--- src/rtl/div_restoring.sv ---
// Sequential restoring shift-subtract divider with init/done four-phase handshake.
// Define SIGNED_DIV_EN for two's-complement operands (adds a sign-fix state).
module div_restoring #(
  parameter int WIDTH = 16
) (
  input  logic             clk,
  input  logic             rst,
  input  logic             init_i,
  input  logic [WIDTH-1:0] dividend_i,
  input  logic [WIDTH-1:0] divisor_i,
  output logic [WIDTH-1:0] quotient_o,
  output logic [WIDTH-1:0] remainder_o,
  output logic             done_o,
  output logic             busy_o,
  output logic             divByZero_o
);

  localparam int CW = $clog2(WIDTH + 1);

  typedef enum logic [2:0] {
    S_IDLE  = 3'd0,
    S_LOAD  = 3'd1,
    S_SHIFT = 3'd2,
    S_SUB   = 3'd3,
    S_CHECK = 3'd4,
    S_END   = 3'd5
`ifdef SIGNED_DIV_EN
    , S_FIX = 3'd6
`endif
  } state_e;

  state_e           state_q, state_d;
  logic [WIDTH:0]   a_q, a_d;
  logic [WIDTH-1:0] q_q, q_d;
  logic [WIDTH-1:0] divisor_q, divisor_d;
  logic [WIDTH-1:0] quot_q, quot_d;
  logic [WIDTH-1:0] rem_q, rem_d;
  logic             divByZero_q, divByZero_d;
  logic [CW-1:0]    cnt_q, cnt_d;
`ifdef SIGNED_DIV_EN
  logic             sq_q, sq_d;
  logic             sr_q, sr_d;
`endif

  always_ff @(posedge clk) begin
    if (rst) begin
      state_q     <= S_IDLE;
      a_q         <= '0;
      q_q         <= '0;
      divisor_q   <= '0;
      quot_q      <= '0;
      rem_q       <= '0;
      divByZero_q <= 1'b0;
      cnt_q       <= '0;
`ifdef SIGNED_DIV_EN
      sq_q        <= 1'b0;
      sr_q        <= 1'b0;
`endif
    end else begin
      state_q     <= state_d;
      a_q         <= a_d;
      q_q         <= q_d;
      divisor_q   <= divisor_d;
      quot_q      <= quot_d;
      rem_q       <= rem_d;
      divByZero_q <= divByZero_d;
      cnt_q       <= cnt_d;
`ifdef SIGNED_DIV_EN
      sq_q        <= sq_d;
      sr_q        <= sr_d;
`endif
    end
  end

  always_comb begin
    state_d     = state_q;
    a_d         = a_q;
    q_d         = q_q;
    divisor_d   = divisor_q;
    quot_d      = quot_q;
    rem_d       = rem_q;
    divByZero_d = divByZero_q;
    cnt_d       = cnt_q;
`ifdef SIGNED_DIV_EN
    sq_d        = sq_q;
    sr_d        = sr_q;
`endif

    case (state_q)
      S_IDLE: begin
        if (init_i) begin
`ifdef SIGNED_DIV_EN
          q_d       = dividend_i[WIDTH-1] ? -dividend_i : dividend_i;
          divisor_d = divisor_i[WIDTH-1] ? -divisor_i : divisor_i;
          sq_d      = dividend_i[WIDTH-1] ^ divisor_i[WIDTH-1];
          sr_d      = dividend_i[WIDTH-1];
`else
          q_d       = dividend_i;
          divisor_d = divisor_i;
`endif
          divByZero_d = 1'b0;
          state_d     = S_LOAD;
        end
      end
      S_LOAD: begin
        if (divisor_q == '0) begin
          quot_d      = '1;
`ifdef SIGNED_DIV_EN
          // Q holds the magnitude, so restore the original dividend here
          rem_d       = sr_q ? -q_q : q_q;
`else
          rem_d       = q_q;
`endif
          divByZero_d = 1'b1;
          state_d     = S_END;
        end else begin
          a_d     = '0;
          cnt_d   = CW'(WIDTH);
          state_d = S_SHIFT;
        end
      end
      S_SHIFT: begin
        {a_d, q_d} = {a_q[WIDTH-1:0], q_q, 1'b0};
        state_d    = S_SUB;
      end
      S_SUB: begin
        a_d     = a_q - {1'b0, divisor_q};
        state_d = S_CHECK;
      end
      S_CHECK: begin
        if (a_q[WIDTH]) begin
          a_d = a_q + {1'b0, divisor_q};
          q_d = {q_q[WIDTH-1:1], 1'b0};
        end else begin
          q_d = {q_q[WIDTH-1:1], 1'b1};
        end
        cnt_d = cnt_q - CW'(1);
        if (cnt_q == CW'(1)) begin
          quot_d = q_d;
          rem_d  = a_d[WIDTH-1:0];
`ifdef SIGNED_DIV_EN
          state_d = S_FIX;
`else
          state_d = S_END;
`endif
        end else begin
          state_d = S_SHIFT;
        end
      end
`ifdef SIGNED_DIV_EN
      S_FIX: begin
        if (sq_q) quot_d = -quot_q;
        if (sr_q) rem_d = -rem_q;
        state_d = S_END;
      end
`endif
      S_END: begin
        if (!init_i) state_d = S_IDLE;
      end
      default: state_d = S_IDLE;
    endcase
  end

  assign quotient_o  = quot_q;
  assign remainder_o = rem_q;
  assign divByZero_o = divByZero_q;
  assign done_o      = (state_q == S_END);
`ifdef SIGNED_DIV_EN
  assign busy_o = (state_q == S_LOAD) || (state_q == S_SHIFT) || (state_q == S_SUB) ||
                  (state_q == S_CHECK) || (state_q == S_FIX);
`else
  assign busy_o = (state_q == S_LOAD) || (state_q == S_SHIFT) || (state_q == S_SUB) ||
                  (state_q == S_CHECK);
`endif

endmodule

--- config.mk ---
export PLATFORM = sky130hd
export DESIGN_NAME = div_restoring
export DESIGN_NICKNAME = d
export VERILOG_FILES = /design/src/rtl/div_restoring.sv
export SDC_FILE = /design/constraint.sdc
export NUM_CORES = 1
export LEC_CHECK = 0
export ABC_AREA = 1
export BUFFER_PORTS_ARGS = -buffer_cell sky130_fd_sc_hd__buf_2
export CELL_PAD_IN_SITES_DETAIL_PLACEMENT = 1
export CELL_PAD_IN_SITES_GLOBAL_PLACEMENT = 2
export CORE_ASPECT_RATIO = 1.4
export CORE_MARGIN = 8
export CORE_UTILIZATION = 30
export CTS_BUF_LIST = sky130_fd_sc_hd__clkbuf_2
export CTS_CLUSTER_SIZE = 24
export DETAILED_ROUTE_END_ITERATION = 8
export MAX_ROUTING_LAYER = met4
export PLACE_DENSITY = 0.78
export SYNTH_ARGS = -nofsm -noshare
export SYNTH_HDL_FRONTEND = slang
export SYNTH_SLANG_ARGS = --single-unit
--- constraint.sdc ---
create_clock -name clk -period 2.1 [get_ports clk]
set_clock_uncertainty 0.2 [all_clocks]
set_input_delay 0.21 -clock clk [delete_from_list [all_inputs] [get_ports clk]]
set_output_delay 0.21 -clock clk [all_outputs]
set_load 0.02 [all_outputs]
======== Yosys cells after proc, flatten, opt, wreduce, memory -nomap -nowiden ========
Cells that the tools add are included.
storage, ports and cells
  memories kept ........................... 0
  memory bits (read-only) ................. 0
  bits in latches ......................... 0
  output and inout bits ................... 35
  logic and storage cells ................. 60
  RAM bits ................................ 0
  flip-flop bits (word level) ............. 90
cells by class
  $add $sub $neg .......................... 3
  eq/ne operators ......................... 11
  magnitude comparators ................... 0
  div/mod/pow operators ................... 0
  reduce and logical (&&, ||, !) cells .... 16
  shifts and indexed selects .............. 0
  multiplexer cells ....................... 22
  multiply operators ...................... 0
  bitwise gates (word level) .............. 0
operator list
  kind                   count
  $mux W16               5
  $pmux W17 S4           1
  $pmux W16 S2           2
  $pmux W16 S3           1
  $mux W17               2
  $pmux W3 S6            1
  $add A17 B16 Y17       1
  $sub A17 B16 Y17       1
  $logic_not A16 Y1      1
  $mux W3                4
  $ne A2 B2 Y1 const B   5
  $pmux W5 S2            1
  $reduce_and A2 Y1      5
  $eq A3 B2 Y1 const B   2
  $eq A3 B3 Y1 const B   2
  $reduce_and A3 Y1      2
  $eq A5 B1 Y1 const B   1
  $mux W5                1
  $sub A5 B1 Y5 const B  1
  $reduce_bool A2 Y1     2
  $reduce_bool A4 Y1     1
  $eq A3 B1 Y1 const B   1
  $logic_not A3 Y1       1
  $logic_or A1 B1 Y1     3
  other kinds (3)        5

======== Logic depth before layout (Yosys ltp) ========
Gate-level depths: netlist of the first run.
  depth after elaboration ................. 4
  depth in mapped cells ................... 16
  depth with buffers taken out ............ 15

======== Worst setup path after synthesis of the first run ========
No wires, ideal clock.
  path kind ............................... reg2reg
  from .................................... reg a_q[0]
  to ...................................... reg a_q[12]
  buffers on the path ..................... 0
  data required time ...................... 1768 ps
  arrival ................................. 1814 ps
  period minus slack after synthesis ...... 2147 ps
  stages on the path, launching flop included .. 14
  setup time .............................. 132 ps
  path slack .............................. -47 ps
  cell sequence ........................... dfxtp_1 -> ha_1 -> inv_1 -> fa_1 -> inv_1 -> nand2_1 -> o21ai_0 -> nand2_1 -> nand3_1 -> nand2_1 -> nand3_1 -> nand2_1 -> nor2_1 -> a21oi_1
between the ends
  longest elaborated chain between the ends .. 3
  elaborated cells between the ends (all ways) .. 4
  classes of those cells .................. 2 x add/sub; 2 x mux
ends and longest elaborated chain
  what                    RTL line  text
  from (decl)             33        logic [WIDTH:0] a_q, a_d;
  from (signal assigned)  48        a_q <= '0;
  from (signal assigned)  61        a_q <= a_d;
  $add A17 B16 Y17        132       a_d = a_q + {1'b0, divisor_q};
  $mux W17                131       if (a_q[WIDTH]) begin
  $pmux W17 S4 (*)        89        case (state_q)
Mark *: on every way between the ends. The rest lies on a longest branch, timed or not.
A chain may end at the register's enable or synchronous reset.

======== Final worst setup path of the first run ========
  from .................................... reg divisor_q[0]
  to ...................................... reg a_q[4]
between the ends
  longest elaborated chain between the ends .. 3
  elaborated cells between the ends (all ways) .. 7
  classes of those cells .................. 2 x add/sub; 1 x eq/ne; 2 x mux; 2 x reduce/logical
ends and longest elaborated chain
  what                                                          RTL line  text
  from (decl)                                                   35        logic [WIDTH-1:0] divisor_q, divisor_d;
  from (signal assigned)                                        63        divisor_q <= divisor_d;
  $add A17 B16 Y17 / $logic_not A16 Y1 (equally long branches)  132, 106
  $mux W17 / $ne A2 B2 Y1 (equally long branches)               -
  $pmux W17 S4 / $reduce_and A2 Y1 (equally long branches)      -
Several ways; a longest one is shown, not always the timed one.

==> reports/metrics.cfg, run 1 <==
[global_route]
first_pass_grt_wire_length_um = 38700
grt_start_max_net_pins = 38
antenna_found_initial = 1
track_usage_pct = 20.6
number_of_global_route_vias_before_repair = 7347
grt_overflow = 0

[yosys]
synth_compound_gate_area_share_pct = 20.7
combinational_family_with_the_most_area_after_synthesis = simple AND/OR/NAND/NOR gates
synth_fa_ha_area_share_pct = 7.77
synth-warning-count = 0
syn-cell-area_um2 = 5990
seq_area_frac_synth_pct = 30.1
synth-simple-area-share_pct = 28.2
synthesized_area_fraction_occupied_by_xor_and_xnor_cells_pct = 0.585
syn_inst = 901
mux_contribution_to_synthesized_area_pct = 0
synth.avg_cell_area_um2 = 6.65
yosys.cell_types.count = 46
postSynthNetCount = 972
postSynthRegisterBits = 90

[route]
drtIter0Drc = 299
drt_pre_antenna_iters = 5
vias_per_cell = 4.94
drt-total-wl_um = 25900
wl_per_cell_um = 18.3
final_antenna_net_count = 0
dr_total_vias = 6992
drc = 0

[critical_path]
r2r_start = divisor_q[0]
critical_path_arrival_ns = 2.52
setup.reg_to_reg.worst_slack_ns = -0.09
worstRegToRegCells = 13
critical_path_start_type = register
crit-reg2reg-capture = a_q[4]
critical_path.endpoint_type = register
criticalPathCategory = register to register
cp_data_required_time_ns = 2.43
path_max_fanout = 3

[timing]
timing.slew.headroom_pct = 65.4
report.final.hold_viol_count = 0
fin_ws_ns = -0.0864
fmax_ghz = 0.457
timing.final.crit_share_pct = 104
setup_tns_ns = -0.787
setup_repair_after_global_routing_missed_its_margin = true
min_period_ns = 2.19
finalMaxSlewViolations = 0
tightestPinTransition_ns = 0.520
finish_stage_setup_viols = 17

[outcome]
run_status = finished, violations left
failed_checks = negative setup slack

[run]
max_cap_violations = 0

[power]
power.leakage_nw = 4.49
power_mw = 5.40
vdd.ir_drop.worst_mv = 0.347
pwr_density_cell_nw_per_um2 = 584

[place]
place.gp.congestion = 0.927
port_buffers = 69
detailedPlacementHpwl_um = 18900

[final_layout]
mostFrequentLayoutCells = 188 x sky130_fd_sc_hd__nand2_1, 159 x sky130_fd_sc_hd__buf_4, 98 x sky130_fd_sc_hd__inv_1
fin_nets = 1228
filler_cell_count = 2480
area_delta_synth_final_pct = 54.6
final_layout_size_suffix_gt1_share_pct = 42.8
mostFrequentLayoutCell = sky130_fd_sc_hd__nand2_1

[clock_tree]
tritoncts = built
cts_inserted_buffers = 9
cts_root_buffer = sky130_fd_sc_hd__clkbuf_2
cts_clk_pin_slew_worst_paths_ns = 0.29
cts_sinks = 90
worst_skew_pair.late_latency_ns = 0.61
clk_path_buf_depth = 2
cts-htree-levels = 3

[min_path]
min_path_cells = 4
hold_start = dividend_i[4]
hold_path_class = primary input to register
holdPathEnd = q_q[4]

[floorplanning]
design.die.area_um2 = 24800
die_height_um = 183
core-area_um2 = 19800
initial_utilization_pct = 30.3
fp.dieW_um = 135
boundary_pins = 70
placement_rows = 61

-- Yosys cell counts, drive strengths merged --
cell type	count	area, um^2
clkinv	2	7.51
o21bai	14	105
a31oi	20	125
fa	2	40.0
nand3b	1	7.51
nand4	11	68.8
nor3	9	45.0
o22ai	6	43.8
and2	3	18.8
a211oi	2	15.0
nand3	62	315
a21boi	1	7.51
clkbuf	13	51.3
dfxtp	90	1800
xnor2	1	8.76
o221ai	15	200
inv	133	509
ha	34	425
o21ai	59	307
a21oi	78	390
xor2	3	26.3
nor2	67	302
or2	2	12.5
nand2	240	921
a41oi	1	8.76
o211ai	4	30.0
buf	27	190
a22oi	1	7.51
-- per-layer routing --
metal	track usage, %	vias up	routed length, um
met3	2.25	40	558
met1	22.4	3398	10700
met5	-	-	0
met2	37.3	107	13800
li1	-	3447	-
met4	8.11	0	820
-- flip-flops by register name, indices dropped and copies added (netlist names) --
register and cells:
quotient_o 16, q_q 16, a_q 17, divByZero_o 1, state_q 3, cnt_q 5
divisor_q 16, remainder_o 16
-- power by group --
group	switching [mW]	total, mW	internal [mW]
clock	0.710	1.13	0.418
sequential	0.110	1.95	1.84
combinational	1.29	2.33	1.03
total	2.11	5.40	3.29
-- worst max-delay path by stage --
stage | from | end | depth (start not counted)
final | divisor_q[0] | a_q[4] | 13
after global routing | divisor_q[0] | a_q[8] | 14
after CTS | divisor_q[0] | a_q[12] | 13
after detailed placement | divisor_q[0] | a_q[12] | 13
after global placement | divisor_q[0] | a_q[12] | 13
after floorplan | a_q[0] | a_q[12] | 15
-- logic make-up (layout without fill, tap and decap cells) --
group | after synthesis | in the layout
AND/OR/NAND/NOR | 395 | 395
AO/OA/AOI/OAI | 201 | 201
buffers and inverters | 175 | 436
flip-flops | 90 | 90
adder cells (fa/ha/maj) | 36 | 36
XOR/XNOR | 4 | 4
other | 0 | 1
-- cell type report --
cell class,instances,area (um^2),area share (%)
multi-input combinational,636,4230,45.7
timing repair buffer,285,2190,23.6
antenna,1,2.50,0.0270
tap,252,315,3.40
sequential,90,1850,20.0
inverter,135,527,5.69
clock inverter,6,97.6,1.05
clock buffer,10,50.0,0.540
-- metrics by stage --
| step | instances | utilization, % | area (um^2) | worst slack (ns) | hold WS (ns) |
|---|---|---|---|---|---|
| floorplan | 901 | - | 5990 | 0.0137 | 0.166 |
| global placement | 1329 | 38.3 | 7570 | -0.244 | 0.255 |
| detailed placement | 1329 | 38.3 | 7570 | -0.300 | 0.260 |
| CTS | 1395 | 43.5 | 8610 | -0.0940 | 0.149 |
| global route | 1415 | 46.9 | 9260 | -0.220 | 0.146 |
| finish | 1415 | 46.9 | 9260 | -0.0864 | 0.197 |
-- what timing repair did --
| item | 4_1_cts | 5_1_grt |
|---|---|---|
| endpoints found under the hold margin | 86 | 0 |
| gates cloned | 0 | 1 |
| endpoints found under the setup margin | 30 | 37 |
| pin swaps | 34 | 74 |
| hold buffers | 35 | 0 |
| buffers inserted | 15 | 19 |
| gates resized for setup | 125 | 154 |
-- worst max-delay path, stage by stage (launching register included) --
cell,delay [ns]
sky130_fd_sc_hd__dfxtp_4,0.45
sky130_fd_sc_hd__ha_4,0.13
sky130_fd_sc_hd__inv_2,0.04
sky130_fd_sc_hd__fa_2,0.35
sky130_fd_sc_hd__inv_2,0.09
sky130_fd_sc_hd__buf_6,0.10
sky130_fd_sc_hd__nand2_4,0.05
sky130_fd_sc_hd__o21ai_4,0.17
sky130_fd_sc_hd__buf_6,0.13
sky130_fd_sc_hd__nand2_2,0.04
sky130_fd_sc_hd__nand2_2,0.06
sky130_fd_sc_hd__o22ai_2,0.10
sky130_fd_sc_hd__nor2_1,0.12
sky130_fd_sc_hd__a21oi_1,0.07
No activity file was read; power rests on OpenSTA's default activity.
==> run 2, diff against run 1 <==
CORE_UTILIZATION = 29   (was 30)
CTS_BUF_LIST = not set   (was sky130_fd_sc_hd__clkbuf_2)
PLACE_DENSITY = 0.76   (was 0.78)
==> reports/metrics.cfg, run 2 (synthesized netlist as in run 1, its figures left out) <==
[final_layout]
antenna_cells = 0  ; -1
filler_cell_count = 2575  ; +3.8%
post_layout_nonfiller_instances = 1398  ; -1.2%
largest_register = a_q
finalInstanceArea_um2 = 9150  ; -1.2%
final_layout_size_suffix_gt1_share_pct = 41.2  ; -1.5 points
multi_input_area_um2 = 4200  ; -0.71%
register_area_um2 = 1830  ; -0.88%
area_delta_synth_final_pct = 52.7
mostFrequentLayoutCells = 192 x sky130_fd_sc_hd__nand2_1, 155 x sky130_fd_sc_hd__buf_4, 98 x sky130_fd_sc_hd__inv_1
fin_nets = 1208  ; -1.6%
mostFrequentLayoutCell = sky130_fd_sc_hd__nand2_1
largest_reg_flops = 17  ; unchanged

[floorplanning]
boundary_pins = 70  ; unchanged
placement_rows = 62  ; +1.6%
core-area_um2 = 20400  ; +3.2%
die_height_um = 186  ; +1.6%
initial_utilization_pct = 29.4  ; -0.94 points
design.die.area_um2 = 25600  ; +3.1%
fp.dieW_um = 137  ; +1.5%

[critical_path]
buffers_inverters_on_critical_path = 2  ; -2
critical_path.endpoint_type = register
cp_data_required_time_ns = 2.13  ; -0.30 ns
timing.critical_path.cells = buf_4 -> ha_1 -> inv_1 -> nand2_4 -> nand3b_1 -> nand2_1 -> nand3_1 -> nand2_1 -> o21ai_4 -> nor2_1 -> a21oi_1
cpLargestDelayFamily = simple AND/OR/NAND/NOR gates
criticalPathCategory = register to register
slowest_delay_ns = 0.34  ; -0.11 ns
critical_path_start_type = register
most_numerous_cell_on_the_critical_path = sky130_fd_sc_hd__nand2_1
worst_path_max_delay_cell = sky130_fd_sc_hd__dfxtp_2
path_max_fanout = 4  ; +1
critical_path_arrival_ns = 2.18  ; -0.34 ns

[timing]
timing.final.crit_share_pct = 102  ; -1.8 points
fin_ws_ns = -0.0480  ; +0.0384 ns
report.final.hold_viol_count = 0  ; unchanged
timing.slew.headroom_pct = 65.4  ; about the same
tightestPinTransition_ns = 0.519  ; -0.000752 ns
fmax_ghz = 0.466  ; +1.8%
finish_stage_setup_viols = 12  ; -5
setup_repair_after_global_routing_missed_its_margin = true
finalMaxSlewViolations = 0  ; unchanged
min_period_ns = 2.15  ; -0.0384 ns
setup_tns_ns = -0.348  ; +0.439 ns

[place]
detailedPlacementHpwl_um = 19300  ; +2.2%
numPlacedInstances = 1339  ; +0.75%
place.gp.congestion = 0.898  ; -3.1%
placed_cell_area_um2 = 7600  ; +0.50%
port_buffers = 69  ; unchanged

[global_route]
track_usage_pct = 20.7  ; +0.11 points
number_of_global_route_vias_before_repair = 7385  ; +0.52%
grt_overflow = 0  ; unchanged
grt_start_max_net_pins = 38  ; unchanged
antenna_found_initial = 0  ; -1
first_pass_grt_wire_length_um = 39400  ; +1.6%

[route]
wl_per_cell_um = 18.3  ; -0.10%
final_antenna_net_count = 0  ; unchanged
drc = 0  ; unchanged
vias_per_cell = 4.95  ; +0.26%
dr_total_vias = 6926  ; -0.94%
drtIter0Drc = 230  ; -23%
drt_pre_antenna_iters = 4  ; -1
drt-total-wl_um = 25600  ; -1.3%

[power]
vdd.ir_drop.worst_mv = 0.339  ; -2.4%
pwr_density_cell_nw_per_um2 = 644  ; +10%
power.leakage_nw = 4.40  ; -2.0%
power_mw = 5.89  ; +9.0%

[outcome]
run_status = finished, violations left
failed_checks = negative setup slack

[clock_tree]
worst_skew_pair.late_latency_ns = 0.36  ; -0.25 ns
clk_path_buf_depth = 2  ; unchanged
cts_inserted_buffers = 9  ; unchanged
cts_root_buffer = sky130_fd_sc_hd__clkbuf_16
cts_clk_pin_slew_worst_paths_ns = 0.08  ; -0.21 ns
cts_sinks = 90  ; unchanged
tritoncts = built
cts-htree-levels = 3  ; unchanged

[min_path]
hold_path_class = primary input to register

[run]
max_cap_violations = 0  ; unchanged

[run 2: changes by cell type in the layout (fill, tap and decap cells not counted), sizes merged]
cell / change
buf: -16
dlygate4sd3: -5
bufinv: -2
inv: +2
clkinv: -1
clkinvlp: +1
diode: -1
nand2: +1
[run 2: power by group]
| part | internal [mW] | switching [mW] |
|---|---|---|
| sequential | 1.83 | 0.110 |
| clock | 0.866 | 0.839 |
| combinational | 0.978 | 1.27 |
[run 2: what timing repair did]
item / 4_1_cts / 5_1_grt
hold endpoints to repair: 31 / 0
resized for setup: 96 / 149
hold buffers: 30 / 0
setup buffers: 2 / 12
endpoints found under the setup margin: 28 / 42
cloned: 0 / 1
pin swaps: 29 / 73
[run 2: area by class of cell]
type / instances / share of cell area [%]
clock buffer: 10 / 2.61
clock inverter: 6 / 0.616
inverter: 135 / 5.70
multi-input combinational: 637 / 46.0
sequential: 90 / 20.0
tap: 256 / 3.50
timing repair buffer: 264 / 21.6
[run 2: routing by layer]
layer  wire length (um)  track usage (%)  share of wire [%]  vias to the layer above
met5                  0                -                  0                        -
met4                627             7.24                2.5                        0
li1                   -                -                  -                     3412
met1              10600             23.1                 41                     3366
met2              13600             36.8                 53                      112
met3                730             2.73                2.9                       36
[run 2: worst register-to-register path: cells and delay by family (launching register included)]
kind            cells  cell delay [ns]
simple gates        6             0.84
flops               1             0.34
buf+inv             2             0.25
fa+ha+maj           1             0.24
compound gates      2             0.16
[run 2: path summary, 6_finish.rpt]
check | from | to | slack (ns) | depth (start not counted)
setup / recovery | a_q[4] | a_q[9] | -0.05 | 11
hold / removal | divisor_i[6] | divisor_q[6] | 0.05 | 3
setup reg to reg | a_q[4] | a_q[9] | -0.05 | 11
hold reg to reg | cnt_q[4] | cnt_q[4] | 0.28 | 2
[run 2: metrics by stage]
stage | hold slack, ns | worst slack [ns] | utilization [%]
floorplan | 0.166 | 0.0137 | -
global placement | 0.257 | -0.270 | 37.3
detailed placement | 0.267 | -0.302 | 37.3
CTS | 0.0705 | -0.0605 | 42.0
global route | 0.0590 | -0.161 | 44.8
finish | 0.0543 | -0.0480 | 44.8
==> run 3, diff against run 2 <==
CORE_ASPECT_RATIO = 0.5   (was 1.4)
==> reports/metrics.cfg, run 3 (synthesized netlist as in run 1, its figures left out) <==
[floorplanning]
core-area_um2 = 20400  ; about the same
die_height_um = 118  ; -37%
initial_utilization_pct = 29.3  ; about the same
design.die.area_um2 = 25800  ; +0.84%
placement_rows = 37  ; -40%
fp.dieW_um = 219  ; +59%
boundary_pins = 70  ; unchanged

[min_path]
hold_start = divisor_i[8]
hold_path_class = primary input to register

[place]
placed_cell_area_um2 = 7680  ; +1.0%
place.gp.congestion = 0.942  ; +4.8%
detailedPlacementHpwl_um = 20000  ; +3.6%
dpl_worst_slack_ns = -0.347  ; -0.0443 ns
port_buffers = 69  ; unchanged

[critical_path]
most_numerous_cell_on_the_critical_path = sky130_fd_sc_hd__nand2_2
slowest_delay_ns = 0.39  ; +0.05 ns
cp_data_required_time_ns = 2.12  ; about the same
critical_path_start_type = register
r2r_start = a_q[0]
critical_path_arrival_ns = 2.16  ; -0.02 ns
worst_path_max_delay_cell = sky130_fd_sc_hd__dfxtp_4
path_max_fanout = 3  ; -1
critical_path.endpoint_type = register
criticalPathCategory = register to register
timing.critical_path.cells = ha_4 -> inv_2 -> fa_2 -> inv_4 -> nand2_4 -> o21ai_4 -> buf_6 -> nand2_2 -> nand2_2 -> o22ai_4 -> nor2_2 -> a21oi_1
startpoint = a_q[0]

[timing]
tightestPinTransition_ns = 0.513  ; -0.00534 ns
fin_hold_ws_ns = 0.0549  ; +0.000570 ns
setup_tns_ns = -0.165  ; +0.183 ns
setup_repair_after_global_routing_missed_its_margin = true
min_period_ns = 2.14  ; -0.0113 ns
timing.final.crit_share_pct = 102  ; -0.54 points
timing.slew.headroom_pct = 65.8  ; +0.36 points
fin_ws_ns = -0.0367  ; +0.0113 ns
report.final.hold_viol_count = 0  ; unchanged
finish_stage_setup_viols = 9  ; -3
fmax_ghz = 0.468  ; +0.53%
finalMaxSlewViolations = 0  ; unchanged

[route]
final_antenna_net_count = 0  ; unchanged
drtIter0Drc = 380  ; +65%
drc = 0  ; unchanged
wl_per_cell_um = 18.9  ; +3.5%
drt_pre_antenna_iters = 5  ; +1
vias_per_cell = 4.99  ; +0.70%
drt-total-wl_um = 26900  ; +5.0%
dr_total_vias = 7079  ; +2.2%

[clock_tree]
cts_sinks = 90  ; unchanged
cts-htree-levels = 3  ; unchanged
cts_inserted_buffers = 9  ; unchanged
cts_root_buffer = sky130_fd_sc_hd__clkbuf_16
cts_clk_pin_slew_worst_paths_ns = 0.08  ; about the same
clk_path_buf_depth = 2  ; unchanged
tritoncts = built
worst_skew_pair.late_latency_ns = 0.36  ; about the same

[final_layout]
area_delta_synth_final_pct = 54.2
largest_register = a_q
fin_nets = 1212  ; +0.33%
largest_reg_flops = 17  ; unchanged
mostFrequentLayoutCell = sky130_fd_sc_hd__nand2_1
filler_cell_count = 2521  ; -2.1%
finalInstanceArea_um2 = 9240  ; +1.0%
mostFrequentLayoutCells = 181 x sky130_fd_sc_hd__nand2_1, 150 x sky130_fd_sc_hd__buf_4, 92 x sky130_fd_sc_hd__inv_1
antenna_cells = 0  ; unchanged
final_layout_size_suffix_gt1_share_pct = 43.6  ; +2.4 points
final_core_util_pct = 45.3  ; +0.42 points

[global_route]
grt_overflow = 0  ; unchanged
track_usage_pct = 20.9  ; +0.19 points
number_of_global_route_vias_before_repair = 7368  ; -0.23%
antenna_found_initial = 0  ; unchanged
first_pass_grt_wire_length_um = 41500  ; +5.3%
grt_start_max_net_pins = 38  ; unchanged

[power]
pwr-share-comb_pct = 39.4  ; +1.3 points
power.internal_mw = 3.69  ; +0.34%
switching_power_mw = 2.26  ; +1.9%
power_frac_clock_pct = 27.8  ; -1.1 points
sequentialPowerShare_pct = 32.8  ; about the same
vdd.ir_drop.worst_mv = 0.346  ; +2.3%
switching_share_pct = 38.0  ; +0.36 points
power.leakage_nw = 4.37  ; -0.83%
pwr_density_cell_nw_per_um2 = 643  ; about the same

[outcome]
run_status = finished, violations left
failed_checks = negative setup slack

[run]
max_cap_violations = 0  ; unchanged

==> run 3: changes by cell type in the layout (fill, tap and decap cells not counted), moves of 5 or more <==
cell                      change
sky130_fd_sc_hd__a21oi_2      +6
sky130_fd_sc_hd__buf_4        -5
sky130_fd_sc_hd__buf_6        +7
sky130_fd_sc_hd__dfxtp_1      -7
sky130_fd_sc_hd__dfxtp_2      +7
sky130_fd_sc_hd__inv_1        -6
sky130_fd_sc_hd__inv_2        +6
sky130_fd_sc_hd__nand2_1     -11
sky130_fd_sc_hd__nand2_2     +14
sky130_fd_sc_hd__nand2_4      -5
sky130_fd_sc_hd__o21ai_1      -6
==> run 3: routing by layer <==
| layer | GRT usage (%) | wire [um] |
|---|---|---|
| met1 | 28.4 | 13200 |
| met2 | 31.4 | 11900 |
| met3 | 4.54 | 1430 |
| met4 | 4.36 | 323 |
| met5 | - | 0 |
==> run 3: repair_timing <==
action                     4_1_cts  5_1_grt
setup endpoints to repair       27       35
pin swaps                       25       61
gates resized for setup        114      149
buffers inserted                 6        8
hold endpoints to repair        30        0
hold buffers                    30        0
==> run 3: metrics by stage <==
stage / power (mW) / instances
after floorplan: 2.89 / 901
after global placement: 3.78 / 1360
after detailed placement: 3.83 / 1360
after CTS: 5.73 / 1411
after global routing: 6.27 / 1419
final: 5.94 / 1419
==> run 3: worst paths after layout <==
kind / end / slack, ns / depth (start not counted)
setup / recovery: a_q[4] / -0.04 / 12
hold reg to reg: cnt_q[1] / 0.29 / 2
hold / removal: divisor_q[8] / 0.05 / 3
setup reg to reg: a_q[4] / -0.04 / 12
==> run 3: power by group through the flow <==
| stage | logic, mW | registers (mW) | clock network (mW) |
|---|---|---|---|
| floorplan | 0.925 | 1.96 | 0 |
| global placement | 1.82 | 1.96 | 0 |
| detailed placement | 1.86 | 1.96 | 0 |
| CTS | 2.11 | 1.94 | 1.69 |
| global route | 2.54 | 1.96 | 1.77 |
| finish | 2.34 | 1.95 | 1.65 |
==> run 3: final cells by class <==
type,count,area (um^2),area share (%)
Clock inverter,6,55.1,0.596
Multi-Input combinational cell,636,4190,45.3
Timing Repair Buffer,269,2060,22.3
Sequential cell,90,1840,19.9
Tap cell,273,342,3.70
Inverter,135,522,5.65
Clock buffer,10,229,2.48
==> run 3: critical path, delay by kind of cell (launching register included) <==
kind | cells | cell delay, ns
AOI/OAI and AO/OA | 3 | 0.35
adders and majority gates | 2 | 0.51
buffers and inverters | 3 | 0.26
DFF | 1 | 0.39
and+or+nand+nor | 4 | 0.30
